<file path="config.mk">
export PLATFORM = sky130hd
export DESIGN_NAME = tcdm_resp_reorder
export DESIGN_NICKNAME = d
export VERILOG_FILES = /design/src/rtl/tcdm_resp_reorder.sv
export SDC_FILE = /design/constraint.sdc
export NUM_CORES = 1
export LEC_CHECK = 0
export ABC_CLOCK_PERIOD_IN_PS = 5000
export CAP_MARGIN = 15
export CORE_ASPECT_RATIO = 0.5
export CORE_MARGIN = 2
export CORE_UTILIZATION = 38
export DETAILED_ROUTE_END_ITERATION = 8
export SETUP_SLACK_MARGIN = 0.2
export SLEW_MARGIN = 20
export SYNTH_ARGS = -nofsm -noshare
export SYNTH_HDL_FRONTEND = slang
export SYNTH_SLANG_ARGS = --single-unit
</file>
<file path="constraint.sdc">
create_clock -name clk_i -period 5 [get_ports clk_i]
set_input_delay 1.5 -clock clk_i [delete_from_list [all_inputs] [get_ports clk_i]]
set_output_delay 1.5 -clock clk_i [all_outputs]
set_load 0.01 [all_outputs]
</file>
<file path="src/rtl/tcdm_resp_reorder.sv">
// rtl/tcdm_resp_reorder.sv - reorder buffer returning TCDM responses in issue order (option: TCDM_ROB_STALL_CNT_EN)
module tcdm_resp_reorder #(
  parameter int unsigned NumEntries  = 4,
  parameter int unsigned DataWidth   = 32,
  parameter int unsigned MetaIdWidth = 5
) (
  input  logic                   clk_i,
  input  logic                   rst_i,
  input  logic                   req_valid_i,
  output logic                   req_ready_o,
  output logic [MetaIdWidth-1:0] req_id_o,
  input  logic                   resp_valid_i,
  input  logic [MetaIdWidth-1:0] resp_id_i,
  input  logic [DataWidth-1:0]   resp_data_i,
  output logic                   out_valid_o,
  input  logic                   out_ready_i,
  output logic [DataWidth-1:0]   out_data_o,
  output logic                   full_o,
  output logic                   empty_o,
`ifdef TCDM_ROB_STALL_CNT_EN
  output logic [31:0]            stall_cnt_o,
`endif
  output logic                   err_o
);

  localparam int unsigned IdxW = $clog2(NumEntries);
  localparam int unsigned CntW = IdxW + 1;

  logic [IdxW-1:0]       head_q, head_d, tail_q, tail_d;
  logic [CntW-1:0]       count_q, count_d;
  logic [NumEntries-1:0] alloc_q, alloc_d, filled_q, filled_d;
  logic                  err_q, err_d;
  logic [DataWidth-1:0]  data_q [NumEntries];

  logic            req_fire, rel_fire, resp_ok, upper_ok;
  logic [IdxW-1:0] resp_idx;

  // Handshakes and response acceptance, all decided from registered state
  always_comb begin
    full_o      = (count_q == CntW'(NumEntries));
    empty_o     = (count_q == '0);
    req_ready_o = !full_o;
    req_id_o    = MetaIdWidth'(tail_q);
    out_valid_o = alloc_q[head_q] && filled_q[head_q];
    out_data_o  = data_q[head_q];
    err_o       = err_q;
    req_fire    = req_valid_i && req_ready_o;
    rel_fire    = out_valid_o && out_ready_i;
    resp_idx    = resp_id_i[IdxW-1:0];
    // Tag bits above the index range must be zero, otherwise the tag names no entry
    upper_ok    = ((resp_id_i >> IdxW) == '0);
    resp_ok     = resp_valid_i && upper_ok && alloc_q[resp_idx] && !filled_q[resp_idx];
  end

  // Next-state for pointers, count, entry flags and the sticky error
  always_comb begin
    head_d   = head_q;
    tail_d   = tail_q;
    count_d  = count_q;
    alloc_d  = alloc_q;
    filled_d = filled_q;
    err_d    = err_q;
    if (rel_fire) begin
      alloc_d[head_q]  = 1'b0;
      filled_d[head_q] = 1'b0;
      head_d           = head_q + IdxW'(1);
    end
    if (resp_valid_i) begin
      if (resp_ok) filled_d[resp_idx] = 1'b1;
      else         err_d = 1'b1;
    end
    // The tail entry is never allocated when it fires, so a same-cycle response to it already erred
    if (req_fire) begin
      alloc_d[tail_q]  = 1'b1;
      filled_d[tail_q] = 1'b0;
      tail_d           = tail_q + IdxW'(1);
    end
    case ({req_fire, rel_fire})
      2'b10:   count_d = count_q + CntW'(1);
      2'b01:   count_d = count_q - CntW'(1);
      default: count_d = count_q;
    endcase
  end

  // Control state register
  always_ff @(posedge clk_i or posedge rst_i) begin
    if (rst_i) begin
      head_q   <= '0;
      tail_q   <= '0;
      count_q  <= '0;
      alloc_q  <= '0;
      filled_q <= '0;
      err_q    <= 1'b0;
    end else begin
      head_q   <= head_d;
      tail_q   <= tail_d;
      count_q  <= count_d;
      alloc_q  <= alloc_d;
      filled_q <= filled_d;
      err_q    <= err_d;
    end
  end

  // Payload storage; contents are only meaningful while the filled bit is set
  always_ff @(posedge clk_i) begin
    if (resp_ok) data_q[resp_idx] <= resp_data_i;
  end

`ifdef TCDM_ROB_STALL_CNT_EN
  logic [31:0] stall_q, stall_d;

  // Count head-of-line blocking: work is waiting but the head has not returned yet
  always_comb begin
    stall_d = stall_q;
    if ((count_q != '0) && !out_valid_o && (|filled_q) && (stall_q != '1))
      stall_d = stall_q + 32'd1;
  end

  // Stall counter register
  always_ff @(posedge clk_i or posedge rst_i) begin
    if (rst_i) stall_q <= '0;
    else       stall_q <= stall_d;
  end

  assign stall_cnt_o = stall_q;
`endif

endmodule

</file>
## Word level (Yosys, flattened, before mapping)

Memories as Yosys holds them, arrays and structs flattened.
Index checks and enable logic that the tools add are counted.

| word-level totals | value |
|---|---|
| word-level logic and storage cells | 66 |
| memories kept | 1 |
| output and inout bits | 42 |
| bits in writable memories | 128 |
| input port bits | 42 |
| bits in registers | 16 |

Memory list:

| name | depth | width | read ports | clocked after Yosys merged registers in | write ports | line | RTL |
|---|---|---|---|---|---|---|---|
| data_q | 4 | 32 | 1 | 0 | 1 | 33 | `logic [DataWidth-1:0] data_q [NumEntries];` |

| cells by class | value |
|---|---|
| reductions and logical operators | 15 |
| equal/unequal tests | 3 |
| $add $sub $neg | 4 |
| bitwise gates (word level) | 8 |
| magnitude comparators | 6 |
| multiplexer cells | 23 |

Operator list:

| operator | count |
|---|---|
| $mux 4 | 6 |
| $and 4x4->4 | 3 |
| $logic_and 1x1->1 | 9 |
| $lt 2x3->1 const B | 3 |
| $mux 1 | 9 |
| $bmux 1 s2 | 4 |
| $not 4->4 | 2 |
| $or 4x4->4 | 2 |
| $demux 1 s2 | 3 |
| $ge 2x1->1 const B | 3 |
| $pmux 3 s2 | 1 |
| $logic_not 5->1 | 1 |
| $add 2x1->2 const B | 2 |
| $add 3x1->3 const B | 1 |
| $eq 3x3->1 const B | 1 |
| $logic_not 3->1 | 1 |
| $sub 3x1->3 const B | 1 |
| $eq 2x1->1 const B | 1 |
| $eq 2x2->1 const B | 1 |
| $logic_not 1->1 | 2 |
| $reduce_and 2->1 | 1 |
| $reduce_bool 2->1 | 1 |
| $not 1->1 | 1 |

## Longest topological paths before layout

| logic depth | value |
|---|---|
| depth in word-level cells | 12 |
| gate-level depth with buffers | 13 |
| mapped depth without buffers | 11 |

## Worst setup path before layout

Ideal clock, no wire load.

| timing | value |
|---|---|
| path type | input to register |
| from | input port resp_id_i[3] |
| to | memory data_q[0][0], enable pin |
| path buffers | 0 |
| data required time | 4.613 ns |
| library setup time | 0.387 ns |
| arrival | 2.675 ns |
| cell stages on the path | 3 |
| setup slack | 1.938 ns |
| cell sequence | nor4b_2 -> nand2_1 -> inv_1 |

| between the ends | value |
|---|---|
| cells in the longest elaborated chain, start to end | 6 |

RTL lines:

| element | line | RTL |
|---|---|---|
| start, declared | 13 | `input logic [MetaIdWidth-1:0] resp_id_i,` |
| $logic_not 5->1 | 51 | `upper_ok = ((resp_id_i >> IdxW) == '0);` |
| $logic_and 1x1->1 (3 in series) | 52 | `resp_ok = resp_valid_i && upper_ok && alloc_q[resp_idx] && !filled_q[resp_idx];` |
| $mux 1 | 106 | `if (resp_ok) data_q[resp_idx] <= resp_data_i;` |
| $mux 1 (implied by the code) | 106 |  |
| end, declared | 33 |  |

Every way passes these cells.

## Final worst setup path

| timing | value |
|---|---|
| from | register head_q[0] |
| to | output port out_data_o[3] |

| between the ends | value |
|---|---|
| cells in the longest elaborated chain, start to end | 1 |

RTL lines:

| element | line | RTL |
|---|---|---|
| start, declared | 29 | `logic [IdxW-1:0] head_q, head_d, tail_q, tail_d;` |
| start signal, assigned | 88 | `head_q <= '0;` |
| start signal, assigned | 95 | `head_q <= head_d;` |
| $mem_v2 4x32 | n/a |  |
| end, declared | 17 | `output logic [DataWidth-1:0] out_data_o,` |

Every way passes these cells.

==> results.toml <==
[placement]
dp_cells = 543
post-place-ws_ns = 1.10
placed_area_sq_um = 6680
gp_congestion = 0.779
port_buffers = 80
dp_hpwl_mm = 6.49

[timing]
setup_violations = 0
worst_slack_ns = 0.790
final.min_clock_period_ns = 4.21
finalHoldViolations = 0
whs_ns = 0.470
clock.fmax_mhz = 238
fin_tns_setup_ns = 0
worst_pin_slew_ns = 0.934
fin_worst_skew_ns = 0.0104
slew_headroom = 0.377
fin_crit_sh = 0.842
rsz0062_at_grt = "false"
drv_slew = 0

[route]
viasPerCell = 4.88
vias = 2808
drtIter0Drc = 151
wire_per_inst_um = 17.6
antenna_left = 0
detail_route.first_pass.iterations = 4
drc_errors = 0
routed_wl_mm = 10.1

[synth]
yosys.area.top_type_share = 0.681
syn-instance-count = 269
ys_types = 35
synthArstFlopShare = 0.111
synth_top_cell_by_area = "edfxtp_1"
synth_area_sq_um = 5650
synth_area_per_cell_sq_um = 21.0
yosys_warnings = 0
ys.flop_type = "edfxtp_1"
synthTopCellsByArea = "edfxtp_1, mux4_2, dfrtp_1"
synth_edf_count = 128
ys_seq_area_frac = 0.752
synth-seq-cells = 144

[power_and_ir_drop]
power.density_nw_per_um2 = 509
p_total_mw = 3.70
ir_drop_uv = 328
power_leakage_nw = 2.45

[min_path]
hp-class = "reg -> reg"
min_path_cells = 1

[die]
die-width_um = 176
die_area_sq_um = 15900
die_y_um = 90.2
rows = 31
start_util = 0.389
ios = 84
core_sq_um = 14500

[critical_path]
cp.required_ns = 3.50
crit_chain = "buf_4, mux4_2, clkdlybuf4s50_1"
cp_max_fo = 28
slowest_delay_ns = 0.95
crit_slowest_cell = "dfrtp_2"
r2r_cells = 9
end_kind = "output pin"
critPathArrivalTime_ns = 2.71
start_kind = "flip-flop"
path_class = "reg -> out"

[clock_tree]
clock_sinks = 144
cts-root-buf = "clkbuf_16"
cts_setup_buffers = 0
clk_latency_ns = 0.41
cts_tree = "yes"
clockBufferDepth = 2
cts.clk_slew.worst_paths_ns = 0.06
htree_levels = 4
hold_buffers = 0
cts_made_buffers = 17
ctsResizeCount = 0

[final_layout]
fin_cells = 575
multi_input_area_sq_um = 1240
final_area_sq_um = 7270
mostFrequentLayoutCell = "edfxtp_1"
seq_area_sq_um = 4250
area_growth_pct = 28.8
diodes = 0
fillers = 1202
final_nets = 416
drive_gt1_frac = 0.220
final_cell_mix = "edfxtp_1, clkdlybuf4s50_1, mux4_2, clkbuf_16, dfrtp_1"
utilization = 0.501

[global_routing]
antenna_found_initial = 0
grt_pass1_vias = 3115
grt_max_degree = 39
grt_pass1_wl_mm = 16.1
grt-ovfl-total = 0
grt_usage = 0.136

[outcome]
status = "finished, final reports clean"

[run]
cap_viol_max_count = 0
-- final cells by class --
type / count / area share
Clock inverter: 15 / 0.0232
Multi-Input combinational cell: 98 / 0.171
Timing Repair Buffer: 88 / 0.122
Clock buffer: 17 / 0.0585
Inverter: 15 / 0.00774
Sequential cell: 144 / 0.584
Tap cell: 198 / 0.0341
-- synthesized netlist by cell type, types with 2 or more instances --
cell type	instances
inv_1	10
nor2_1	2
nand3_1	2
nor4bb_1	2
dfrtp_1	16
buf_2	4
edfxtp_1	128
a31oi_1	9
a21oi_1	5
inv_2	5
ha_1	9
buf_4	6
o2bb2ai_1	5
mux4_2	32
xor2_1	2
xnor2_1	2
buf_6	4
nand2_1	9
-- worst max-delay path: cells and delay by family, from the launching register on --
| family | cells | cell delay (ns) |
|---|---|---|
| flops | 1 | 0.95 |
| buf+inv | 2 | 0.83 |
| mux | 1 | 0.53 |
-- final timing paths --
path / to / start / slack [ns]
worst max-delay path: out_data_o[3] / head_q[0] / 0.79
worst min-delay path: err_o / err_o / 0.47
worst max register to register: count_q[2] / head_q[1] / 1.91
worst min register to register: err_o / err_o / 0.47
max in group asynchronous: head_q[0] / rst_i / 3.08
min in group asynchronous: alloc_q[3] / rst_i / 1.47
-- metal layers --
metal,track usage,share of wire,wire (um)
met2,0.233,0.52,5240
met5,0,0,0
met3,0.0419,0.038,388
met4,0.0517,0.012,123
met1,0.161,0.43,4340
-- state kept, by name, summed over array words and instances, names as in the netlist --
signal,flops
alloc_q,4
count_q,3
data_q,128
err_o,1
filled_q,4
head_q,2
tail_q,2
-- cells by family (layout without fill, tap and decap cells) --
group	Yosys count	after routing	share of synthesized area
flip-flops	144	144	0.752
multiplexers	34	34	0.131
buffers and inverters	29	135	0.0295
AO/OA/AOI/OAI	24	24	0.0321
AND/OR/NAND/NOR	23	23	0.0250
adder cells (fa/ha/maj)	10	10	0.0235
XOR/XNOR	4	4	0.00621
other	1	3	0.000664
-- where the power goes --
part / internal (mW) / switching, mW
clock network: 0.752 / 0.511
registers: 1.38 / 0.154
logic: 0.556 / 0.354
No activity file was read; power rests on OpenSTA's default activity.
